===== src/rtl/mips_core_pkg.sv =====
// Shared MIPS core types and constants.
// Hazard FSM state, squash counter width and register-number type.
package mips_core_pkg;

    typedef logic [4:0] mips_reg;

    localparam int SQUASH_CNT_W = 3;

    typedef enum logic {
        RUN,
        RECOVER
    } hazard_state_t;

endpackage


===== src/rtl/hazard_perf_counters.sv =====
// Wrapping event counters for the hazard sequencer.
// Each counter adds one on every cycle its event input is high.
module hazard_perf_counters
    import mips_core_pkg::*;
#(
    parameter int unsigned PERF_W = 32
) (
    input  logic              clk,
    input  logic              rst_n,
    input  logic              dmiss_i,
    input  logic              loaduse_i,
    input  logic              mispred_i,
    input  logic              imiss_i,
    output logic [PERF_W-1:0] dmiss_o,
    output logic [PERF_W-1:0] loaduse_o,
    output logic [PERF_W-1:0] mispred_o,
    output logic [PERF_W-1:0] imiss_o
);

    logic [PERF_W-1:0] dmiss_q, loaduse_q, mispred_q, imiss_q;

    // Count events; counters wrap naturally at 2**PERF_W.
    always_ff @(posedge clk or negedge rst_n) begin
        if (!rst_n) begin
            dmiss_q   <= '0;
            loaduse_q <= '0;
            mispred_q <= '0;
            imiss_q   <= '0;
        end else begin
            if (dmiss_i)   dmiss_q   <= dmiss_q + 1'b1;
            if (loaduse_i) loaduse_q <= loaduse_q + 1'b1;
            if (mispred_i) mispred_q <= mispred_q + 1'b1;
            if (imiss_i)   imiss_q   <= imiss_q + 1'b1;
        end
    end

    assign dmiss_o   = dmiss_q;
    assign loaduse_o = loaduse_q;
    assign mispred_o = mispred_q;
    assign imiss_o   = imiss_q;

endmodule


===== src/rtl/hazard_sequencer.sv =====
// Pipeline hazard control: per-stage stall/flush, PC stall and redirect.
// Optional counters built when PERF_COUNTERS_EN is defined.
module hazard_sequencer
    import mips_core_pkg::*;
#(
    parameter int unsigned SQUASH_CYCLES = 1,
    parameter int unsigned PERF_W        = 32
) (
    input  logic              clk,
    input  logic              rst_n,
    input  logic              i_imiss,
    input  logic              i_dmiss,
    input  logic              i_dec_valid,
    input  logic              i_dec_uses_rs,
    input  mips_reg           i_dec_rs_addr,
    input  logic              i_dec_uses_rt,
    input  mips_reg           i_dec_rt_addr,
    input  logic              i_ex_is_load,
    input  logic              i_ex_uses_rw,
    input  mips_reg           i_ex_rw_addr,
    input  logic              i_ex_mispredict,
    output logic              o_pc_stall,
    output logic              o_pc_redirect,
    output logic              o_i2d_stall,
    output logic              o_i2d_flush,
    output logic              o_d2e_stall,
    output logic              o_d2e_flush,
    output logic              o_e2m_stall,
    output logic              o_e2m_flush,
    output logic              o_m2w_stall,
    output logic              o_m2w_flush,
    output logic [PERF_W-1:0] o_perf_dmiss,
    output logic [PERF_W-1:0] o_perf_loaduse,
    output logic [PERF_W-1:0] o_perf_mispred,
    output logic [PERF_W-1:0] o_perf_imiss
);

    localparam logic [SQUASH_CNT_W-1:0] SQ_LOAD =
        SQUASH_CNT_W'(SQUASH_CYCLES);

    hazard_state_t           state_q, state_d;
    logic [SQUASH_CNT_W-1:0] cnt_q, cnt_d;

    logic lu_hit;
    logic ev_dmiss, ev_mispred, ev_loaduse, ev_imiss;

    // Resolve the four hazard sources into one-hot actions by priority.
    always_comb begin
        lu_hit = i_dec_valid && i_ex_is_load && i_ex_uses_rw
              && (i_ex_rw_addr != '0)
              && ((i_dec_uses_rs && (i_dec_rs_addr == i_ex_rw_addr))
               || (i_dec_uses_rt && (i_dec_rt_addr == i_ex_rw_addr)));
        ev_dmiss   = i_dmiss;
        ev_mispred = !i_dmiss && i_ex_mispredict;
        ev_loaduse = !i_dmiss && !i_ex_mispredict && lu_hit;
        ev_imiss   = !i_dmiss && !i_ex_mispredict && !lu_hit && i_imiss;
    end

    // State and squash-count register.
    always_ff @(posedge clk or negedge rst_n) begin
        if (!rst_n) begin
            state_q <= RUN;
            cnt_q   <= '0;
        end else begin
            state_q <= state_d;
            cnt_q   <= cnt_d;
        end
    end

    // Next state: redirect (re)loads the count; a D-miss freezes it.
    always_comb begin
        state_d = state_q;
        cnt_d   = cnt_q;
        if (ev_mispred) begin
            if (SQ_LOAD != '0) begin
                state_d = RECOVER;
                cnt_d   = SQ_LOAD;
            end else begin
                state_d = RUN;
                cnt_d   = '0;
            end
        end else if (state_q == RECOVER && !i_dmiss) begin
            if (cnt_q <= 3'd1) begin
                state_d = RUN;
                cnt_d   = '0;
            end else begin
                cnt_d = cnt_q - 3'd1;
            end
        end
    end

    // Outputs: priority action, plus the refetch squash while recovering.
    always_comb begin
        o_pc_stall    = 1'b0;
        o_pc_redirect = 1'b0;
        o_i2d_stall   = 1'b0;
        o_i2d_flush   = 1'b0;
        o_d2e_stall   = 1'b0;
        o_d2e_flush   = 1'b0;
        o_e2m_stall   = 1'b0;
        o_e2m_flush   = 1'b0;
        o_m2w_stall   = 1'b0;
        o_m2w_flush   = 1'b0;
        if (rst_n) begin
            unique case (1'b1)
                ev_dmiss: begin
                    o_pc_stall  = 1'b1;
                    o_i2d_stall = 1'b1;
                    o_d2e_stall = 1'b1;
                    o_e2m_stall = 1'b1;
                    o_m2w_flush = 1'b1;
                end
                ev_mispred: begin
                    o_pc_redirect = 1'b1;
                    o_i2d_flush   = 1'b1;
                    o_d2e_flush   = 1'b1;
                end
                ev_loaduse: begin
                    o_pc_stall  = 1'b1;
                    o_i2d_stall = 1'b1;
                    o_d2e_flush = 1'b1;
                end
                ev_imiss: begin
                    o_pc_stall  = 1'b1;
                    o_i2d_flush = 1'b1;
                end
                default: ;
            endcase
            // A held I2D keeps its slot; the stale fetch is dropped anyway.
            if (state_q == RECOVER && !ev_dmiss && !ev_loaduse)
                o_i2d_flush = 1'b1;
        end
    end

`ifdef PERF_COUNTERS_EN
    hazard_perf_counters #(
        .PERF_W (PERF_W)
    ) u_perf (
        .clk       (clk),
        .rst_n     (rst_n),
        .dmiss_i   (ev_dmiss),
        .loaduse_i (ev_loaduse),
        .mispred_i (ev_mispred),
        .imiss_i   (ev_imiss),
        .dmiss_o   (o_perf_dmiss),
        .loaduse_o (o_perf_loaduse),
        .mispred_o (o_perf_mispred),
        .imiss_o   (o_perf_imiss)
    );
`else
    assign o_perf_dmiss   = '0;
    assign o_perf_loaduse = '0;
    assign o_perf_mispred = '0;
    assign o_perf_imiss   = '0;
`endif

endmodule

===== config.mk =====
export PLATFORM = sky130hd
export DESIGN_NAME = hazard_sequencer
export DESIGN_NICKNAME = d
export VERILOG_FILES = /design/src/rtl/mips_core_pkg.sv /design/src/rtl/hazard_perf_counters.sv /design/src/rtl/hazard_sequencer.sv
export SDC_FILE = /design/constraint.sdc
export NUM_CORES = 1
export LEC_CHECK = 0
export ABC_AREA = 1
export CORE_MARGIN = 8
export CORE_UTILIZATION = 29
export CTS_BUF_LIST = sky130_fd_sc_hd__clkbuf_4 sky130_fd_sc_hd__clkbuf_8 sky130_fd_sc_hd__clkbuf_16
export DETAILED_ROUTE_END_ITERATION = 12
export GPL_TIMING_DRIVEN = 0
export PLACE_DENSITY = 0.82
export SLEW_MARGIN = 20
export SYNTH_ARGS = -nofsm -noshare
export SYNTH_HDL_FRONTEND = slang
export SYNTH_SLANG_ARGS = --single-unit

===== constraint.sdc =====
create_clock -name clk -period 1.38 [get_ports clk]
set_input_delay 0.207 -clock clk [delete_from_list [all_inputs] [get_ports clk]]
set_output_delay 0.207 -clock clk [all_outputs]
set_load 0.01 [all_outputs]

# After elaboration in Yosys (flattened, before gate mapping)
# Cells that the tools add are included.
dict set report totals {
  register_bits 4
  output_inout_bits 138
}
dict set report classes {
  n_addsub 1
  n_lt_le_gt_ge 1
  eq_ne 2
  muxes 19
  n_reduce_logical 26
}
# op count
set op_table {}
lappend op_table {{1-bit two-way mux} 16}
lappend op_table {{1-bit logical AND} 13}
lappend op_table {{5-bit equality test} 2}
lappend op_table {{3-bit two-way mux} 3}
lappend op_table {{2-bit OR reduction} 3}
lappend op_table {{5-bit nonzero test} 1}
lappend op_table {{1-bit zero test} 4}
lappend op_table {{2-bit nonzero test} 2}
lappend op_table {{3-bit by 1-bit less-or-equal comparator with 1-bit output (second input constant)} 1}
lappend op_table {{3-bit OR reduction} 1}
lappend op_table {{3-bit by 1-bit subtractor with 3-bit output (second input constant)} 1}
lappend op_table {{2-bit AND reduction} 1}
lappend op_table {{1-bit logical OR} 1}

# Logic depth before layout (Yosys ltp)
# Gate-level depths: netlist (run 1).
dict set report logic_depth {
  word_depth 11
  depth_mapped 11
  mapped_depth_nobuf 11
}

# Worst setup path after synthesis (run 1)
# No wires, ideal clock.
dict set report synth_path {
  kind {input port to output port}
  from {in i_ex_rw_addr[3]}
  to {out o_i2d_flush}
  arrival_ps 888
  slack_ps 285
  path_stages 9
  path_buffers 0
  path_cell_list {inv_2 > nand4_1 > o21bai_1 > inv_1 > nand2_2 > nand2_1 > nand2_1 > nor2_1 > nor2_1}
}
dict set report synth_between {
  elab_chain_len 11
  word_cells_on_any_way 18
}
# item line_no
set synth_lines {}
lappend synth_lines {{from (decl)} hazard_sequencer.sv:20} ;# input mips_reg i_ex_rw_addr,
lappend synth_lines {{5-bit equality test, on equally long branches} {hazard_sequencer.sv:51, hazard_sequencer.sv:52}}
lappend synth_lines {{1-bit logical AND, on equally long branches} {hazard_sequencer.sv:51, hazard_sequencer.sv:52}}
lappend synth_lines {{1-bit logical OR} hazard_sequencer.sv:52} ;# || (i_dec_uses_rt && (i_dec_rt_addr == i_ex_rw_addr)));
lappend synth_lines {{1-bit logical AND *} hazard_sequencer.sv:51} ;# && ((i_dec_uses_rs && (i_dec_rs_addr == i_ex_rw_addr))
lappend synth_lines {{1-bit zero test} hazard_sequencer.sv:56} ;# ev_imiss = !i_dmiss && !i_ex_mispredict && !lu_hit && i_imiss;
lappend synth_lines {{1-bit logical AND (2 in series)} hazard_sequencer.sv:56}
lappend synth_lines {{2-bit OR reduction (no source line)} -}
lappend synth_lines {{1-bit two-way mux} hazard_sequencer.sv:105} ;# unique case (1'b1)
lappend synth_lines {{1-bit two-way mux *} hazard_sequencer.sv:130} ;# if (state_q == RECOVER && !ev_dmiss && !ev_loaduse)
lappend synth_lines {{1-bit two-way mux *} hazard_sequencer.sv:104} ;# if (rst_n) begin
lappend synth_lines {{to (decl)} hazard_sequencer.sv:25} ;# output logic o_i2d_flush,
# Mark *: on every way between the ends. The rest lies on a longest branch, timed or not.

# Worst setup path after layout (run 1)
dict set report layout_path {
  from {in i_ex_rw_addr[2]}
  to {out o_i2d_flush}
}
# The elaborated chain is that of the path after synthesis.

==> results.cfg, run 1 <==
[die]
design.portCount = 163
floorplan.initialDensity_pct = 29.9
die_width_um = 88.6
std_cell_rows = 26
chipHeight_um = 88.6
core_area_sq_um = 5110
dieArea_sq_um = 7850

[critical_path]
critical_path.endpoint = o_i2d_flush
timing.setup.critical_path_class = in2out
worst-endpoint-arrival_ps = 1180
setup.worst_path.start = i_ex_rw_addr[2]
path_cells = buf_6, inv_4, nand4_1, o21bai_4, inv_2, nand2_2, nand2_1, nand2_1, nor2_1, nor2_1, buf_2
critical_path.endpoint_type = output port
timing.critical_path.required_ps = 1170
critPathSlowestCell = nand4_1
reg2reg_from = cnt_q[1]$_DFFE_PN0P_
cp_max_fo = 4
critical_path.startpoint_type = primary input
regToRegEndpoint = cnt_q[0]$_DFFE_PN0P_
r2r_slack_ps = 250
r2r.worst_path.cells = 7
crit_path_max_incr_delay_ps = 170

[detailed_routing]
finalWirelength_um = 4230
routed_met3_length_um = 766
route.top_layer_used = met4
drtPass1Iterations = 4
drt.antenna.violating_nets = 0
dr.first_iter.drc_count = 38
route.detailed.wl_per_inst_um = 8.97
viasPerCell = 3.03
route.detailed.drc = 0
via_count = 1429
met2RoutedLength_um = 2320
wl_met1_um = 1120

[outcome]
violations = negative setup slack
outcome = finished, violations left

[sta]
unrepaired_setup_endpoints_after_global_routing = true
fmaxAchievable_mhz = 722
report.final.setup_viol = 1
timing.final.crit_share_pct = 100
hold_slack_ps = 411
final_hold_viol_count = 0
setup_slack_ps = -4.25
drv_slew = 0
skew_ps = 0.256
finalWorstPathRequiredPeriod_ps = 1380

[clock_tree]
number_of_levels_the_h_tree_was_split_into = 1
clock-root-buffer = clkbuf_8
cts_made_buffers = 3
clk_pin_slew_worst_paths_ps = 30
tritoncts_num_sinks = 4
skew_pair_late_insertion_delay_ps = 210
cts.path.max_buffers = 2
tritoncts = yes

[global_routing]
grt_antenna_before_repair = 0
grt_max_degree = 7
gr-usage-all-layers_pct = 9.35
number_of_global_route_vias_before_repair = 1231
globalRoute.totalOverflow = 0
grt_pass1_wl_um = 5780

[flow_run]
cap_viol_max_count = 0

[synth]
synth.lib_cells_used.distinct = 19
synthArstFlopShare_pct = 100
netlist_instances = 236
netlist.top_cell.by_area = buf_4
ys_seq_area_share_pct = 6.55
synth_ff_type = dfrtp_1
synth.ff_latch_count = 4
synth_top_cells_by_count = buf_4 (132), nand2_1 (37), inv_1 (15)
synth-edff-count = 0
post_synth.cell_area_avg_sq_um = 6.48
synth_top_area_share_pct = 64.8
synthesis.area_sq_um = 1530
synthMostInstantiatedCell = buf_4
synth.area.top_cells = buf_4 (65%), nand2_1 (9.1%), dfrtp_1 (6.5%), inv_1 (3.7%), nor2_1 (2.9%)
yosysWarnings = 0

[cells_and_area]
design.final.nets = 431
antenna_cells = 0
drive_gt1_share_pct = 46.5
multi_input_comb_area_sq_um = 898
fill_cell_instance_count_of_the_final_layout = 502
finalNonFillerCells = 472
syn_to_final_growth_pct = 66.3
sequential_cell_area_sq_um = 100

[pwr]
max-vdd-ir-drop_v = 0.000244
cellLeakagePower_nw = 1.71
powerDensity_nw_per_um2 = 508

[placed_design]
hpwlAfterDp_um = 3950
io_buffer_count = 32
finalWeightedCongestion = 0.757
number_of_instances_in_the_placed_design = 467

[worst_hold_path]
worst_min_path_class = in2async
==> where the power goes <==
part / total [mW] / leakage, nW / switching [mW] / internal, mW
clock: 0.241 / 0.0216 / 0.0556 / 0.186
combinational: 0.858 / 1.64 / 0.441 / 0.418
sequential: 0.192 / 0.0491 / 0.0297 / 0.162
==> flip-flops by register name, indices dropped and copies added (netlist names) <==
name,count
cnt_q,3
state_q,1
==> worst min-delay path by stage <==
stage                      from                   end  depth (start not counted)
after detailed placement  rst_n   state_q$_DFFE_PN0P_                          1
after floorplan           rst_n  cnt_q[0]$_DFFE_PN0P_                          0
final                     rst_n   state_q$_DFFE_PN0P_                          2
after CTS                 rst_n   state_q$_DFFE_PN0P_                          2
after global placement    rst_n   state_q$_DFFE_PN0P_                          1
after global routing      rst_n  cnt_q[1]$_DFFE_PN0P_                          2
==> cells by family (layout without fill, tap and decap cells) <==
family,count (synthesis),count (layout),synth area share [%]
buf+inv,156,193,70.7
simple gates,63,63,17.3
compound gates,10,10,3.60
flops,4,4,6.55
fa+ha+maj,2,2,1.64
other cells,1,130,0.245
==> placed cells by master (no fill, tap or decap), drive strengths merged <==
master	instances
nor2	14
a31oi	1
ha	2
nand2	39
nand4	2
a21oi	4
o21ai	3
conb	130
inv	24
nand3	7
clkbuf	4
buf	153
clkdlybuf4s15	6
o21bai	1
o22ai	1
dfrtp	4
nor3b	1
dlygate4sd3	1
dlygate4sd2	5
==> routing by layer <==
layer  track usage (%)  vias up
met5                 0        -
met4              3.69        0
met3              4.46        2
met2              18.7       87
met1              7.54      560
li1                  -      780
==> critical path, delay by kind of cell <==
kind	cells	cell delay (ps)
buf+inv	4	360
simple gates	6	460
compound gates	1	160
==> metrics by stage <==
step                      area, sq um  setup TNS, ps  total power, mW  setup slack [ps]  util (%)
after floorplan                  2010              0            0.839               285         -
after global placement           2420          -5510            0.979              -842      47.4
after detailed placement         2420          -5710             1.00              -875      47.4
after CTS                        2420          -52.9             1.23             -39.3      47.3
after global routing             2540           -319             1.41              -141      49.8
final                            2540          -4.25             1.29             -4.25      49.8
==> final cells by class <==
class | instances | share of cell area (%)
clock buffer | 3 | 1.62
timing repair buffer | 34 | 12.6
multi-input combinational | 205 | 35.3
sequential | 4 | 3.94
buffer | 132 | 39.0
inverter | 24 | 4.04
tap | 70 | 3.44
==> repair_timing <==
action | CTS | global route
hold buffers | 1 | 0
endpoints found under the setup margin | 8 | 5
pin swaps | 36 | 33
hold endpoints to repair | 4 | 0
gates resized for setup | 111 | 32
buffers inserted | 0 | 1
Note: power is estimated with default switching activity, not from simulation.
==> run 2: changes to the inputs <==
--- a/config.mk
+++ b/config.mk
@@ -14,3 +14,3 @@
 export PLACE_DENSITY = 0.82
-export SLEW_MARGIN = 20
+export REMOVE_ABC_BUFFERS = 1
 export SYNTH_ARGS = -nofsm -noshare
==> constraint.sdc (replaced) <==
create_clock -name clk -period 1.38 [get_ports clk]
set_input_delay 0.276 -clock clk [delete_from_list [all_inputs] [get_ports clk]]
set_output_delay 0.276 -clock clk [all_outputs]
set_load 0.01 [all_outputs]
==> results.cfg, run 2 (synthesis gave the netlist of run 1 again) <==
[outcome]
outcome = finished, violations left
violations = negative setup slack

[clock_tree]
tritoncts_num_sinks = 4
clk_pin_slew_worst_paths_ps = 30
clock-root-buffer = clkbuf_8
number_of_levels_the_h_tree_was_split_into = 1
cts_made_buffers = 3
skew_pair_late_insertion_delay_ps = 220
tritoncts = yes
cts_post_setup_buffers_inserted = 0
cts.path.max_buffers = 2

[die]
core_area_sq_um = 5110
std_cell_rows = 26
chipHeight_um = 88.6
die_width_um = 88.6
floorplan.initialDensity_pct = 29.9
dieArea_sq_um = 7850
design.portCount = 163

[cells_and_area]
design_area_sq_um = 1520
reg_top3 = cnt_q: 3 flops, state_q: 1 flops
multi_input_comb_area_sq_um = 882
number_of_flip_flops_in_the_largest_register = 3
most_common_library_cell_in_the_layout_ignoring_fill_and_taps = conb_1
fill_cell_instance_count_of_the_final_layout = 553
max_flop_register = cnt_q
postLayoutCoreUtil_pct = 29.7
layout.cells.most_common_list = conb_1 (130), nand2_1 (32), inv_1 (14)
design.final.nets = 298
sequential_cell_area_sq_um = 100
drive_gt1_share_pct = 19.0
antenna_cells = 0
finalNonFillerCells = 339
syn_to_final_growth_pct = -0.654

[detailed_routing]
viasPerCell = 3.19
drt.antenna.violating_nets = 0
route.detailed.drc = 0
route.detailed.wl_per_inst_um = 10.2
dr.first_iter.drc_count = 60
drtPass1Iterations = 4
finalWirelength_um = 3460
via_count = 1083

[pwr]
cellLeakagePower_nw = 0.991
powerDensity_nw_per_um2 = 661
post-layout-total-power_mw = 1.00
max-vdd-ir-drop_v = 0.000228

[global_routing]
grt_max_degree = 7
globalRoute.totalOverflow = 0
gr-usage-all-layers_pct = 7.06
grtUsageMet2_pct = 12.8
use_met3_pct = 2.51
grt_antenna_before_repair = 0
met1_usage_pct = 6.84
grt.busiest_layer = met2
number_of_global_route_vias_before_repair = 1066
grt_pass1_wl_um = 4370

[sta]
unrepaired_setup_endpoints_after_global_routing = true
tns_ps = -483
drv_slew = 0
skew_ps = 1.49
timing.final.crit_share_pct = 111
fmaxAchievable_mhz = 652
setup_slack_ps = -154
hold_slack_ps = 362
final_hold_viol_count = 0
report.final.setup_viol = 4
finalWorstPathRequiredPeriod_ps = 1530

[placed_design]
finalWeightedCongestion = 0.741
placed_cell_area_sq_um = 1430
hpwlAfterDp_um = 3180
preCtsSetupSlack_ps = -1070
number_of_instances_in_the_placed_design = 335
io_buffer_count = 32

[worst_hold_path]
worst_min_path_class = in2reg
hold_path_depth = 3
worst_hold_start = i_dmiss
holdPathEnd = state_q$_DFFE_PN0P_

[critical_path]
regToRegEndpoint = cnt_q[0]$_DFFE_PN0P_
path_cells = buf_8, inv_4, nand2_2, nand2_1, nor2_2, nand3_1, nand2_2, nand4_1, o21ai_1, buf_2
reg2reg_from = cnt_q[1]$_DFFE_PN0P_
crit_path_frequent_cell = nand2_2
worstPathBufferInverterCount = 3
r2r.worst_path.cells = 7
critical_path.endpoint_type = output port
crit_path_max_incr_delay_ps = 160
cp_max_fo = 3
critPathSlowestCell = buf_2
r2r_slack_ps = 270
critical_path.startpoint_type = primary input
worst-endpoint-arrival_ps = 1260
timing.setup.critical_path_class = in2out
timing.critical_path.required_ps = 1100
crit_family = simple AND/OR/NAND/NOR gates

[flow_run]
cap_viol_max_count = 0
run 2: cell types whose count changed in the layout (fill, tap and decap cells not counted), sizes merged:
| cell | before | now |
|---|---|---|
| clkdlybuf4s15 | 6 | 3 |
| buf | 153 | 22 |
| clkbuf | 4 | 3 |
| dlygate4sd2 | 5 | 7 |
run 2: worst max-delay path by stage:
| stage | startpoint | to | slack (ps) | cells past startpoint |
|---|---|---|---|---|
| 6_report | i_ex_rw_addr[1] | o_d2e_flush | -150 | 10 |
| 5_1_grt | i_ex_rw_addr[1] | o_i2d_flush | -320 | 13 |
| 4_1_cts | i_ex_rw_addr[2] | o_i2d_flush | -180 | 11 |
| 3_5_place_dp | i_ex_rw_addr[0] | o_d2e_flush | -1070 | 10 |
| 3_3_place_gp | i_ex_rw_addr[0] | o_d2e_flush | -1050 | 10 |
| 2_1_floorplan | i_ex_rw_addr[3] | o_i2d_flush | 150 | 9 |
run 2: report_power, final:
group          switching (mW)  internal, mW  total [mW]
Combinational           0.385         0.174       0.559
Sequential             0.0292         0.162       0.192
Clock                  0.0665         0.186       0.253
run 2: layer usage:
layer,share of wire [%],up-vias
li1,-,517
met1,32,462
met2,49,99
met3,17,5
met4,1.4,0
met5,0,-
run 2: tightest hold or removal path: cells and delay by family:
kind                   cells  cell delay, ps
buffers and inverters      1             140
AOI/OAI and AO/OA          1              80
and+or+nand+nor            1              50
run 2: final cells by class:
cell class	instances	area share (%)
Clock buffer	3	2.72
Sequential cell	4	6.59
Inverter	24	6.75
Timing Repair Buffer	33	20.1
Tap cell	70	5.77
Multi-Input combinational cell	205	58.1
run 2: what timing repair did:
item,CTS,global route
pin swaps,38,15
resized for setup,134,9
hold buffers,1,0
endpoints found under the hold margin,4,0
endpoints found under the setup margin,8,5
